## src/rtl/collect_data_stream.sv

```systemverilog
// Serial-record parser: UART bytes -> (address, payload) write commands for the screen RAM.
// Define COLLECT_BURST_EN to keep writing consecutive addresses after each payload group.
module collect_data_stream #(
  parameter int         ADDR_W        = 13,
  parameter int         PAYLOAD_BYTES = 2,
  parameter logic [7:0] SYNC_BYTE     = 8'hFF,
  parameter int         TIMEOUT_CYC   = 50000
) (
  input  logic                       clock,
  input  logic                       resetn,
  input  logic [7:0]                 rx_data,
  input  logic                       rx_valid,
  input  logic                       computer_running,
  output logic                       wr_en,
  output logic [ADDR_W-1:0]          wr_addr,
  output logic [8*PAYLOAD_BYTES-1:0] wr_data,
  output logic                       busy,
  output logic                       timeout_err
);
  localparam int ADDR_BYTES = (ADDR_W + 6) / 7;
  localparam int DATA_W     = 8 * PAYLOAD_BYTES;
  localparam int MAX_BYTES  = (ADDR_BYTES > PAYLOAD_BYTES) ? ADDR_BYTES : PAYLOAD_BYTES;
  localparam int IDX_W      = $clog2(MAX_BYTES + 1);
  localparam int TMR_W      = $clog2(TIMEOUT_CYC + 1);
  localparam logic [IDX_W-1:0] ADDR_LAST = IDX_W'(ADDR_BYTES - 1);
  localparam logic [IDX_W-1:0] DATA_LAST = IDX_W'(PAYLOAD_BYTES - 1);
  localparam logic [TMR_W-1:0] TMR_LAST  = TMR_W'(TIMEOUT_CYC - 1);

  typedef enum logic [0:0] {ST_ADDR = 1'b0, ST_DATA = 1'b1} state_t;

  state_t            state_r, state_s;
  logic [IDX_W-1:0]  idx_r, idx_s;
  logic [TMR_W-1:0]  tmr_r, tmr_s;
  logic [ADDR_W-1:0] addr_sh_r, addr_sh_s;
  logic [DATA_W-1:0] data_sh_r, data_sh_s;
  logic              grp_r, grp_s;  // burst: a group was written since the last address
  logic              busy_now_s, busy_s, wr_en_s, timeout_s;
  logic [ADDR_W-1:0] wr_addr_s;
  logic [DATA_W-1:0] wr_data_s;

  // Next-state, shadow and output computation
  always_comb begin
    state_s   = state_r;
    idx_s     = idx_r;
    tmr_s     = tmr_r;
    addr_sh_s = addr_sh_r;
    data_sh_s = data_sh_r;
    grp_s     = grp_r;
    wr_en_s   = 1'b0;
    timeout_s = 1'b0;
    wr_addr_s = wr_addr;
    wr_data_s = wr_data;
    if (state_r == ST_ADDR) begin
      busy_now_s = (idx_r != '0);
    end else begin
      busy_now_s = !(grp_r && (idx_r == '0));
    end

    if (!computer_running) begin
      state_s = ST_ADDR;
      idx_s   = '0;
      tmr_s   = '0;
      grp_s   = 1'b0;
    end else if (rx_valid) begin
      tmr_s = '0;
      if (rx_data == SYNC_BYTE) begin
        state_s = ST_ADDR;
        idx_s   = '0;
        grp_s   = 1'b0;
      end else begin
        case (state_r)
          ST_ADDR: begin
            addr_sh_s = ADDR_W'({addr_sh_r, rx_data[6:0]});
            if (idx_r == ADDR_LAST) begin
              state_s = ST_DATA;
              idx_s   = '0;
            end else begin
              idx_s = idx_r + IDX_W'(1);
            end
          end
          ST_DATA: begin
            data_sh_s = DATA_W'({data_sh_r, rx_data});
            if (idx_r == DATA_LAST) begin
              wr_en_s   = 1'b1;
              wr_addr_s = addr_sh_r;
              wr_data_s = data_sh_s;
              idx_s     = '0;
`ifdef COLLECT_BURST_EN
              addr_sh_s = addr_sh_r + ADDR_W'(1);
              grp_s     = 1'b1;
              state_s   = ST_DATA;
`else
              state_s   = ST_ADDR;
`endif
            end else begin
              idx_s = idx_r + IDX_W'(1);
            end
          end
          default: begin
            state_s = ST_ADDR;
            idx_s   = '0;
            grp_s   = 1'b0;
          end
        endcase
      end
    end else if (busy_now_s) begin
      if (tmr_r == TMR_LAST) begin
        state_s   = ST_ADDR;
        idx_s     = '0;
        tmr_s     = '0;
        grp_s     = 1'b0;
        timeout_s = 1'b1;
      end else begin
        tmr_s = tmr_r + TMR_W'(1);
      end
    end else begin
      tmr_s = '0;
    end

    if (state_s == ST_ADDR) begin
      busy_s = (idx_s != '0);
    end else begin
      busy_s = !(grp_s && (idx_s == '0));
    end
  end

  // State register and registered outputs
  always_ff @(posedge clock or negedge resetn) begin
    if (!resetn) begin
      state_r     <= ST_ADDR;
      idx_r       <= '0;
      tmr_r       <= '0;
      addr_sh_r   <= '0;
      data_sh_r   <= '0;
      grp_r       <= 1'b0;
      wr_en       <= 1'b0;
      wr_addr     <= '0;
      wr_data     <= '0;
      busy        <= 1'b0;
      timeout_err <= 1'b0;
    end else begin
      state_r     <= state_s;
      idx_r       <= idx_s;
      tmr_r       <= tmr_s;
      addr_sh_r   <= addr_sh_s;
      data_sh_r   <= data_sh_s;
      grp_r       <= grp_s;
      wr_en       <= wr_en_s;
      wr_addr     <= wr_addr_s;
      wr_data     <= wr_data_s;
      busy        <= busy_s;
      timeout_err <= timeout_s;
    end
  end
endmodule

```

## config.mk

```make
export PLATFORM = sky130hd
export DESIGN_NAME = collect_data_stream
export DESIGN_NICKNAME = d
export VERILOG_FILES = /design/src/rtl/collect_data_stream.sv
export SDC_FILE = /design/constraint.sdc
export NUM_CORES = 1
export LEC_CHECK = 0
export CELL_PAD_IN_SITES_DETAIL_PLACEMENT = 0
export CELL_PAD_IN_SITES_GLOBAL_PLACEMENT = 1
export CORE_ASPECT_RATIO = 1.75
export CORE_MARGIN = 5
export CORE_UTILIZATION = 44
export DETAILED_ROUTE_END_ITERATION = 12
export GPL_TIMING_DRIVEN = 1
export PLACE_DENSITY = 0.86
export SETUP_SLACK_MARGIN = 0.4
export SLEW_MARGIN = 25
export SYNTH_ARGS = -nofsm -noshare
export SYNTH_HDL_FRONTEND = slang
export SYNTH_SLANG_ARGS = --single-unit
```

## constraint.sdc

```tcl
create_clock -name clock -period 2 [get_ports clock]
set_input_delay 0.4 -clock clock [delete_from_list [all_inputs] [get_ports clock]]
set_output_delay 0.4 -clock clock [all_outputs]
set_load 0.05 [all_outputs]
```

==> impl_metrics.py <==
metrics = {
    "status": {
        "status": "complete, no violations",
    },
    "floorplanning": {
        "die_area_um2": 8645,
        "die_w_um": 72.46,
        "die_h_um": 119.3,
        "start_util_pct": 44.46,
        "ios": 44,
        "core_um2": 6756,
        "placementRows": 40,
    },
    "placement": {
        "gp_congestion": 0.8327,
        "numPortBuffers": 43,
        "dp.final_hpwl_um": 4462,
        "dp_cells": 369,
    },
    "sta": {
        "relSlewSlack_pct": 63.23,
        "hold_violations": 0,
        "fmax_ghz": 0.6359,
        "whs_ps": 57.74,
        "rsz0062_at_grt": "yes",
        "slew_viol_final": 0,
        "finalCriticalPeriod_ps": 1573,
        "tightest_slew_ps": 551.5,
        "fin_skew_ps": 6.311,
        "fin_crit_sh_pct": 78.63,
        "setup_viol": 0,
    },
    "logic_synthesis": {
        "synth_cells": 226,
        "synth_area_leaders": "dfrtp_1 (61%), mux2_2 (19%), xnor2_1 (2.9%), nor2_1 (2.4%), nand2_1 (1.2%)",
        "avgSynthCellArea_um2": 13.29,
        "netlist_area_um2": 3004,
        "postSynthNetCount": 240,
        "ys_warn_count": 0,
        "synth_top_area_cell": "dfrtp_1",
        "synth.yosys.seq_area_share_pct": 60.81,
        "ys_types": 37,
        "synth_seq_cells": 73,
        "netlist.area_leader.share_pct": 60.81,
    },
    "layout": {
        "drive_gt1_share_pct": 48.90,
        "regArea_um2": 1832,
        "area_delta_synth_final_pct": 42.27,
        "multi_input_area_um2": 1217,
        "final_cells": 403,
        "final_nets": 328,
        "nFillCells": 481,
        "antenna_cells": 0,
    },
    "grt": {
        "gr-total-overflow": 0,
        "grt_first_pass_wirelength_um": 11340,
        "track_usage_pct": 17.31,
        "antenna_found_initial": 0,
        "grt_pass1_vias": 2298,
        "grt_max_degree": 30,
    },
    "route": {
        "drt-pass1-iter-count": 4,
        "via_count": 2086,
        "post_drt_wl_per_cell_um": 16.69,
        "drt_iter0_markers": 91,
        "ant_nets": 0,
        "viasPerCell": 5.176,
        "wl_um": 6726,
        "route.detailed.drc": 0,
    },
    "worst_setup_path": {
        "cp.required_ps": 1600,
        "cp_top_family": "buffers and inverters",
        "arrival_ps": 1170,
        "critPathKind": "register to output pin",
        "critPathLaunchType": "register",
        "worst-path-buf-inv": 1,
        "critical_path.max_fanout": 2,
        "cpPeakStageDelay_ps": 500,
        "cp_slowest_cell": "clkdlybuf4s15_1",
        "cp_cell_sequence": "clkdlybuf4s15_1",
        "worst_setup_path_end_kind": "output pin",
    },
    "clocking": {
        "cts_max_level": 3,
        "cts_tree": "yes",
        "path_clk_slew_ps": 60,
        "clk_latency_ps": 330,
        "cts_made_buffers": 9,
        "cts_max_path_buffers": 2,
        "cts_hold_buffers": 0,
        "clkSinkCount": 73,
        "cts_root_buf": "clkbuf_16",
    },
    "hold_path": {
        "hold_class": "input port to async pin",
    },
    "power_and_ir_drop": {
        "ir_worst_vdd_uv": 768.6,
        "power.leakage_nw": 1.976,
        "powerDensity_nw_per_um2": 980.2,
    },
    "run": {
        "drv_cap": 0,
    },
}
## cells in the mapped netlist, drive strengths merged
cell type	number
nand3b	1
and4bb	1
nand4	3
o31a	1
nand2b	2
dfrtp	73
and4	2
a31oi	1
nor4b	1
inv	6
nor4	4
and2	2
a21oi	4
and3	1
nor2b	2
nor2	19
o21ai	3
or4	1
a32oi	1
nand2	10
o31ai	1
a21boi	1
nand3	7
clkbuf	1
ha	2
xnor2	10
xor2	2
or2	2
or3	2
a221oi	1
nor4bb	1
mux2	50
nor3	3
buf	5
## routing by layer
| metal | share of wire [%] | track usage (%) | up-vias |
|---|---|---|---|
| met1 | 35 | 18.44 | 1058 |
| met2 | 58 | 30.71 | 45 |
| li1 | - | - | 972 |
| met4 | 2.7 | 8.430 | 0 |
| met3 | 4.6 | 4.476 | 11 |
| met5 | 0 | 0 | - |
## per-stage QoR
| step | power (mW) | util, % | setup TNS (ps) | instance area (um^2) | setup WS (ps) |
|---|---|---|---|---|---|
| after global placement | 2.620 | 55.41 | -1446 | 3744 | -51.23 |
| after CTS | 4.250 | 63.13 | 0 | 4265 | 350.0 |
| after detailed placement | 2.648 | 55.41 | -2597 | 3744 | -101.3 |
| final | 4.189 | 63.26 | 0 | 4274 | 427.3 |
| after global routing | 4.371 | 63.26 | 0 | 4274 | 368.8 |
| after floorplan | 2.304 | - | 0 | 3028 | 400.8 |
## layout make-up
cell class / instances / share of cell area [%]
Tap cell: 84 / 2.459
Sequential cell: 73 / 42.86
Clock inverter: 6 / 1.522
Timing Repair Buffer: 83 / 18.56
Multi-Input combinational cell: 141 / 28.48
Inverter: 6 / 0.5269
Clock buffer: 10 / 5.591
## cells by family after synthesis
kind of cell	share of synthesized area [%]
adder cells (fa/ha/maj)	0.8329
multiplexers	18.74
flip-flops	60.81
XOR/XNOR	3.499
AO/OA/AOI/OAI	2.874
AND/OR/NAND/NOR	11.54
buffers and inverters	1.707
## what timing repair did
action | 4_1_cts | 5_1_grt
setup endpoints to repair | 101 | 29
pin swaps | 11 | 4
cloned | 2 | 1
setup buffers | 12 | 3
resized for setup | 96 | 29
## layout by cell type, fill, tap and decap left out, types with 2 or more instances in the layout
master,netlist,final
a21oi_1,3,2
mux2_2,50,49
and4_4,0,2
xnor2_1,10,10
clkinv_2,0,2
clkdlybuf4s15_2,0,14
nor2_1,19,19
buf_4,0,29
inv_1,6,6
nand4_1,3,3
nand3_1,6,4
dfrtp_2,0,4
nor4_1,4,4
buf_6,0,4
dfrtp_1,73,69
nand3_4,0,2
nor2b_1,2,2
clkdlybuf4s15_1,0,5
or2_2,2,2
clkbuf_2,0,13
nand2_1,10,9
bufbuf_16,0,2
and2_1,2,2
xor2_1,2,2
o21ai_0,3,2
clkbuf_16,0,9
nor3_1,3,3
dlygate4sd2_1,0,10
buf_12,0,5
## report_power, final
part           switching, mW  internal [mW]  leakage [nW]
Combinational          0.476          0.303         0.866
Clock                  0.611           1.00         0.149
Sequential             0.114           1.68         0.961
## registers in the layout, summed over array words and instances (netlist names)
signal / count
timeout_err: 1
tmr_r: 16
busy: 1
idx_r: 2
state_r: 1
data_sh_r: 8
addr_sh_r: 13
wr_data: 16
grp_r: 1
wr_en: 1
wr_addr: 13
## final timing paths
kind / start / end / slack [ps] / cells after the start
worst max-delay path: wr_addr[1] / wr_addr[1] / 430 / 1
worst min-delay path: resetn / tmr_r[10] / 60 / 1
worst max register to register: tmr_r[5] / busy / 460 / 6
worst min register to register: data_sh_r[2] / data_sh_r[2] / 500 / 1
max in group asynchronous: resetn / wr_data[8] / 1400 / 2
min in group clock: rx_data[7] / wr_data[7] / 490 / 2
Power figures use the tool's default switching activity.
